<file path="config.mk">
export PLATFORM = sky130hd
export DESIGN_NAME = hsv_core_axil_arbiter
export DESIGN_NICKNAME = d
export VERILOG_FILES = /design/src/rtl/hsv_core_axil_arbiter.sv
export SDC_FILE = /design/constraint.sdc
export NUM_CORES = 1
export LEC_CHECK = 0
export BUFFER_PORTS_ARGS = -buffer_cell sky130_fd_sc_hd__buf_2
export CAP_MARGIN = 20
export CORE_AREA = 4 4 178 180
export CTS_CLUSTER_DIAMETER = 40
export DETAILED_ROUTE_END_ITERATION = 6
export DIE_AREA = 0 0 182 184
export GPL_ROUTABILITY_DRIVEN = 0
export GPL_TIMING_DRIVEN = 0
export HOLD_SLACK_MARGIN = 0.15
export PLACE_DENSITY = 0.33
export SLEW_MARGIN = 15
export SYNTH_ARGS = -nofsm -noshare
export SYNTH_HDL_FRONTEND = slang
export SYNTH_SLANG_ARGS = --single-unit
</file>
<file path="constraint.sdc">
create_clock -name clk_core -period 3.98 [get_ports clk_core]
set_clock_uncertainty 0.1 [all_clocks]
set_input_delay 0.199 -clock clk_core [delete_from_list [all_inputs] [get_ports clk_core]]
set_output_delay 0.199 -clock clk_core [all_outputs]
set_load 0.01 [all_outputs]
</file>
<file path="src/rtl/hsv_core_axil_arbiter.sv">
// hsv_core_axil_arbiter: shares one AXI-Lite port between dmem (s0) and imem (s1),
// with independent round-robin read and write paths locked to one owner while busy.
module hsv_core_axil_arbiter #(
  parameter int AW = 32,
  parameter int DW = 32,
  parameter int MAX_OUTSTANDING = 4,
  parameter int CNT_WIDTH = $clog2(MAX_OUTSTANDING + 1)
) (
  input  logic            clk_core,
  input  logic            rst_core,
  input  logic [AW-1:0]   i_s0_awaddr,
  input  logic [2:0]      i_s0_awprot,
  input  logic            i_s0_awvalid,
  output logic            o_s0_awready,
  input  logic [DW-1:0]   i_s0_wdata,
  input  logic [DW/8-1:0] i_s0_wstrb,
  input  logic            i_s0_wvalid,
  output logic            o_s0_wready,
  output logic [1:0]      o_s0_bresp,
  output logic            o_s0_bvalid,
  input  logic            i_s0_bready,
  input  logic [AW-1:0]   i_s0_araddr,
  input  logic [2:0]      i_s0_arprot,
  input  logic            i_s0_arvalid,
  output logic            o_s0_arready,
  output logic [DW-1:0]   o_s0_rdata,
  output logic [1:0]      o_s0_rresp,
  output logic            o_s0_rvalid,
  input  logic            i_s0_rready,
  input  logic [AW-1:0]   i_s1_awaddr,
  input  logic [2:0]      i_s1_awprot,
  input  logic            i_s1_awvalid,
  output logic            o_s1_awready,
  input  logic [DW-1:0]   i_s1_wdata,
  input  logic [DW/8-1:0] i_s1_wstrb,
  input  logic            i_s1_wvalid,
  output logic            o_s1_wready,
  output logic [1:0]      o_s1_bresp,
  output logic            o_s1_bvalid,
  input  logic            i_s1_bready,
  input  logic [AW-1:0]   i_s1_araddr,
  input  logic [2:0]      i_s1_arprot,
  input  logic            i_s1_arvalid,
  output logic            o_s1_arready,
  output logic [DW-1:0]   o_s1_rdata,
  output logic [1:0]      o_s1_rresp,
  output logic            o_s1_rvalid,
  input  logic            i_s1_rready,
  output logic [AW-1:0]   o_m_awaddr,
  output logic [2:0]      o_m_awprot,
  output logic            o_m_awvalid,
  input  logic            i_m_awready,
  output logic [DW-1:0]   o_m_wdata,
  output logic [DW/8-1:0] o_m_wstrb,
  output logic            o_m_wvalid,
  input  logic            i_m_wready,
  input  logic [1:0]      i_m_bresp,
  input  logic            i_m_bvalid,
  output logic            o_m_bready,
  output logic [AW-1:0]   o_m_araddr,
  output logic [2:0]      o_m_arprot,
  output logic            o_m_arvalid,
  input  logic            i_m_arready,
  input  logic [DW-1:0]   i_m_rdata,
  input  logic [1:0]      i_m_rresp,
  input  logic            i_m_rvalid,
  output logic            o_m_rready
);
  typedef enum logic {R_IDLE, R_BUSY} rstate_t;
  typedef enum logic {W_IDLE, W_BUSY} wstate_t;
  localparam logic [CNT_WIDTH-1:0] MAX_CNT = CNT_WIDTH'(MAX_OUTSTANDING);
  rstate_t r_rstate, w_rstate_n;
  wstate_t r_wstate, w_wstate_n;
  logic r_rowner, r_rprio, r_wowner, r_wprio;
  logic w_rowner_n, w_rprio_n, w_wowner_n, w_wprio_n;
  logic [CNT_WIDTH-1:0] r_rd_out, r_aw_out, r_w_out, w_rd_out_n, w_aw_out_n, w_w_out_n;
  logic w_rbusy, w_rcand, w_rsel, w_ar_en, w_ar_hs, w_r_hs;
  logic w_wbusy, w_wcand, w_wsel, w_aw_en, w_w_en, w_aw_hs, w_w_hs, w_b_hs;
  // A response retiring this cycle frees its slot, so a new request may issue alongside it.
  assign w_rbusy     = r_rstate == R_BUSY;
  assign w_rcand     = (i_s0_arvalid & i_s1_arvalid) ? r_rprio : i_s1_arvalid;
  assign w_rsel      = w_rbusy ? r_rowner : w_rcand;
  assign o_m_rready  = w_rbusy & (r_rowner ? i_s1_rready : i_s0_rready);
  assign w_r_hs      = i_m_rvalid & o_m_rready;
  assign w_ar_en     = !w_rbusy | (r_rd_out < MAX_CNT) | w_r_hs;
  assign o_m_arvalid = w_ar_en & (w_rsel ? i_s1_arvalid : i_s0_arvalid);
  assign o_m_araddr  = w_rsel ? i_s1_araddr : i_s0_araddr;
  assign o_m_arprot  = w_rsel ? i_s1_arprot : i_s0_arprot;
  assign w_ar_hs     = o_m_arvalid & i_m_arready;
  assign o_s0_arready = w_ar_hs & !w_rsel;
  assign o_s1_arready = w_ar_hs & w_rsel;
  assign o_s0_rvalid = w_rbusy & !r_rowner & i_m_rvalid;
  assign o_s1_rvalid = w_rbusy & r_rowner & i_m_rvalid;
  assign o_s0_rdata  = i_m_rdata;
  assign o_s1_rdata  = i_m_rdata;
  assign o_s0_rresp  = i_m_rresp;
  assign o_s1_rresp  = i_m_rresp;
  assign w_wbusy     = r_wstate == W_BUSY;
  assign w_wcand     = ((i_s0_awvalid | i_s0_wvalid) & (i_s1_awvalid | i_s1_wvalid)) ? r_wprio : (i_s1_awvalid | i_s1_wvalid);
  assign w_wsel      = w_wbusy ? r_wowner : w_wcand;
  assign o_m_bready  = w_wbusy & (r_wowner ? i_s1_bready : i_s0_bready);
  assign w_b_hs      = i_m_bvalid & o_m_bready;
  assign w_aw_en     = !w_wbusy | (r_aw_out < MAX_CNT) | w_b_hs;
  assign w_w_en      = !w_wbusy | (r_w_out < MAX_CNT) | w_b_hs;
  assign o_m_awvalid = w_aw_en & (w_wsel ? i_s1_awvalid : i_s0_awvalid);
  assign o_m_awaddr  = w_wsel ? i_s1_awaddr : i_s0_awaddr;
  assign o_m_awprot  = w_wsel ? i_s1_awprot : i_s0_awprot;
  assign o_m_wvalid  = w_w_en & (w_wsel ? i_s1_wvalid : i_s0_wvalid);
  assign o_m_wdata   = w_wsel ? i_s1_wdata : i_s0_wdata;
  assign o_m_wstrb   = w_wsel ? i_s1_wstrb : i_s0_wstrb;
  assign w_aw_hs     = o_m_awvalid & i_m_awready;
  assign w_w_hs      = o_m_wvalid & i_m_wready;
  assign o_s0_awready = w_aw_hs & !w_wsel;
  assign o_s1_awready = w_aw_hs & w_wsel;
  assign o_s0_wready = w_w_hs & !w_wsel;
  assign o_s1_wready = w_w_hs & w_wsel;
  assign o_s0_bvalid = w_wbusy & !r_wowner & i_m_bvalid;
  assign o_s1_bvalid = w_wbusy & r_wowner & i_m_bvalid;
  assign o_s0_bresp  = i_m_bresp;
  assign o_s1_bresp  = i_m_bresp;
  always_comb begin
    w_rstate_n = r_rstate;
    w_rowner_n = r_rowner;
    w_rprio_n  = r_rprio;
    w_rd_out_n = r_rd_out + CNT_WIDTH'(w_ar_hs) - CNT_WIDTH'(w_r_hs);
    if (!w_rbusy && w_ar_hs) begin
      w_rstate_n = R_BUSY;
      w_rowner_n = w_rcand;
    end else if (w_rbusy && w_rd_out_n == '0) begin
      w_rstate_n = R_IDLE;
      w_rprio_n  = ~r_rowner;
    end
  end
  always_comb begin
    w_wstate_n = r_wstate;
    w_wowner_n = r_wowner;
    w_wprio_n  = r_wprio;
    w_aw_out_n = r_aw_out + CNT_WIDTH'(w_aw_hs) - CNT_WIDTH'(w_b_hs);
    w_w_out_n  = r_w_out + CNT_WIDTH'(w_w_hs) - CNT_WIDTH'(w_b_hs);
    if (!w_wbusy && (w_aw_hs || w_w_hs)) begin
      w_wstate_n = W_BUSY;
      w_wowner_n = w_wcand;
    end else if (w_wbusy && w_aw_out_n == '0 && w_w_out_n == '0) begin
      w_wstate_n = W_IDLE;
      w_wprio_n  = ~r_wowner;
    end
  end
  always_ff @(posedge clk_core) begin
    if (rst_core) begin
      r_rstate <= R_IDLE;
      r_wstate <= W_IDLE;
      r_rowner <= 1'b0;
      r_rprio  <= 1'b0;
      r_wowner <= 1'b0;
      r_wprio  <= 1'b0;
      r_rd_out <= '0;
      r_aw_out <= '0;
      r_w_out  <= '0;
    end else begin
      r_rstate <= w_rstate_n;
      r_wstate <= w_wstate_n;
      r_rowner <= w_rowner_n;
      r_rprio  <= w_rprio_n;
      r_wowner <= w_wowner_n;
      r_wprio  <= w_wprio_n;
      r_rd_out <= w_rd_out_n;
      r_aw_out <= w_aw_out_n;
      r_w_out  <= w_w_out_n;
    end
  end
endmodule

</file>
==> flow_summary_export.csv <==
group,metric,value,unit
run_status,outcome,"finished clean",
synthesis,ys_seq_elements,15,
power,netSwitchingPower,0.000629,W
critical_path,worstSetupEndpointType,"register",
synthesis,synthCells,308,
floorplan,floorplan.io_pins,458,
power,combPwrFrac,71.9,%
power,power_density,275,mW/mm²
sta,timing.final.hold_violations,0,
synthesis,synth.yosys.seq_area_share,10.7,%
synthesis,cell_types_with_the_largest_area_share_after_synthesis,"mux2_2 (23%), buf_4 (21%), mux2_1 (20%)",
grt,first_global_vias,3866,
routing,routedWlPerCell,14.9,µm
power,switching_share,41.4,%
synthesis,yosys_warnings,0,
floorplan,floorplan.die_area,0.0335,mm²
power,power.static_leakage,2.97,nW
clocking,cts_max_path_buffers,2,
floorplan,initial_utilization,9.31,%
grt,remaining_global_route_overflow,0,
routing,antenna_left,0,
clocking,root_buffer_cell,"clkbuf_16",
critical_path,worst-setup-path-type,"reg2reg",
clocking,clk_pin_slew,50,ps
critical_path,timing.rr.end,"r_wprio",
place,port_bufs,421,
synthesis,share_of_synthesized_registers_carrying_an_async_set_or_reset,0,%
synthesis,synth.top_cell.area_share,22.8,%
synthesis,top_reg_cell_synth,"dfxtp_1",
grt,grtUsageTotal,8.90,%
sta,max-slew-margin-rel,66.7,%
routing,vias_per_cell,3.33,
power,clockPowerShare,13.1,%
floorplan,floorplan.rows,64,
sta,tightestPinTransition,500,ps
synthesis,synth-edff-count,0,
clocking,clock_latency,240,ps
hold_path,hold_path_startpoint,"i_s1_arvalid",
finish,final_nets,1010,
routing,detailedRoute.firstIterationViolations,46,
routing,route.detailed.drc,0,
floorplan,chipHeight,184,µm
job,maxCapViolCount,0,
synthesis,netlist.top_cell.by_area,"mux2_2",
power,seq_power_share,15.0,%
finish,post_route_cells_drive_above_1_share,77.8,%
routing,detailroute.via_count,3762,
grt,antenna_found_initial,5,
clocking,cts-htree-levels,1,
sta,finalSetupViolations,0,
power,cellInternalPower,0.000889,W
sta,max_freq,300,MHz
synthesis,synthesis.area,0.00281,mm²
clocking,cts.sinks,15,
sta,final_tns_setup,0,ps
finish,n_antenna_cell,0,
sta,period_needed,3340,ps
hold_path,hold_path_depth,3,
synthesis,synth_cell_types,35,
hold_path,min_to,"r_rowner",
critical_path,required,4040,ps
synthesis,syn_nets,582,
floorplan,floorplan.die.width,182,µm
sta,unrepaired_setup_endpoints_after_global_routing,"false",
routing,total_routed_length,16.9,mm
hold_path,hp-class,"in2reg",
grt,pin_count_of_the_biggest_net_entering_global_routing,11,
critical_path,crit_arrival,3400,ps
critical_path,reg2reg_slack,640,ps
critical_path,start_kind,"register",
power,power.ir.vdd_worst,0.147,mV
synthesis,synth.most_common_cell,"buf_4",
grt,grt_first_pass_wirelength,22.9,mm
floorplan,floorplan.core_area,0.0302,mm²
critical_path,critPathMaxFanout,10,
finish,synthToLayoutAreaGrowth,96.2,%
sta,final.period_utilization,83.9,%
sta,report.final.slew_viol_count,0,
critical_path,worst_reg_to_reg_path_cell_count,14,
clocking,cts-buffers-inserted,3,
place,detailed_place_hpwl,15.7,mm
routing,dr.pass1.iters,4,
critical_path,timing.rr.start,"r_wstate",
synthesis,synthesis.area_per_instance,9.12,µm²
sta,whs,172,ps
clocking,tritoncts,"yes",
synthesis,leading_cell_types_by_count_after_synthesis,"buf_4 (77), mux2_2 (57), mux2_1 (49)",
[worst max-delay path, cell delays in order, from the launching register on]
cell and delay [ps]:
dfxtp_1 350, buf_2 190, nand2_1 120, o211ai_1 140, a221oi_2 430, inv_1 120
ha_1 290, inv_1 40, ha_1 180, fa_1 450, nor3_1 190, nand3_1 110
nor3_1 280, nor2_1 70, a211oi_1 190
[cell usage in the layout (no fill, tap or decap), types with 3 or more instances in the layout]
cell type and instances:
and2_1 5, and3_1 4, buf_2 429, buf_4 77, clkbuf_16 3, dfxtp_1 15
fa_1 3, ha_1 6, inv_1 12, mux2_1 49, mux2_2 57, nand2_1 6
nand2b_1 3, nor2_1 16, nor2b_1 9, nor3_1 5, xnor2_1 4
[per-stage QoR]
stage	setup slack [ps]	power [W]	cell area, µm²	utilization [%]	std cells
2_1_floorplan	1020	0.000875	2810	-	308
3_3_place_gp	565	0.00136	5410	17.9	1125
3_5_place_dp	586	0.00135	5410	17.9	1125
4_1_cts	577	0.00156	5510	18.3	1131
5_1_grt	273	0.00165	5510	18.3	1131
6_report	642	0.00152	5510	18.3	1131
[flip-flops by register name, summed over array words and instances, names as in the netlist]
name	flops
r_rowner	1
r_w_out	3
r_wprio	1
r_rd_out	3
r_rstate	1
r_aw_out	3
r_rprio	1
r_wowner	1
r_wstate	1
[metal layers]
metal  share of wire (%)  vias up  GRT usage, %
met5                0.25        -             0
li1                    -     1850             -
met2                  53      274          17.6
met1                  34     1614          9.27
met4                 1.0        8          1.11
met3                  12       16          3.11
[worst max-delay path by stage]
stage / from / end / cells after the start
6_report: r_wstate / r_wprio / 14
5_1_grt: r_wstate / r_wprio / 15
4_1_cts: r_wstate / r_wprio / 14
3_5_place_dp: r_wstate / r_wprio / 14
3_3_place_gp: r_wstate / r_wprio / 14
2_1_floorplan: r_rowner / r_rprio / 15
[layout make-up]
type                    count  area, µm²
well taps                 396        495
plain buffers              86        622
multi-input cells         195       1840
clock buffers               3       75.1
fillers                  3459      24700
inverters                  12       45.0
clock inverters             1       5.00
repair buffers            423       2130
flip-flops and latches     15        300
[power groups by stage]
stage	Clock, W	Sequential, W	Combinational, W
final	0.000199	0.000228	0.00109
after global routing	0.000213	0.000237	0.00120
after CTS	0.000206	0.000229	0.00113
after detailed placement	0	0.000232	0.00112
after global placement	0	0.000232	0.00113
after floorplan	0	0.000221	0.000654
[logic make-up after synthesis]
logic type               synth area share (%)
AO/OA/AOI/OAI                            5.12
XOR/XNOR                                 1.87
adder cells (fa/ha/maj)                  4.81
buffers and inverters                    23.7
flip-flops                               10.7
multiplexers                             44.3
AND/OR/NAND/NOR                          9.53
[what timing repair did]
action,4_1_cts,5_1_grt
hold buffers,2,0
endpoints found under the setup margin,0,0
endpoints found under the hold margin,5,0
resized for setup,0,0
buffers inserted,0,0
Power figures use the tool's default switching activity.
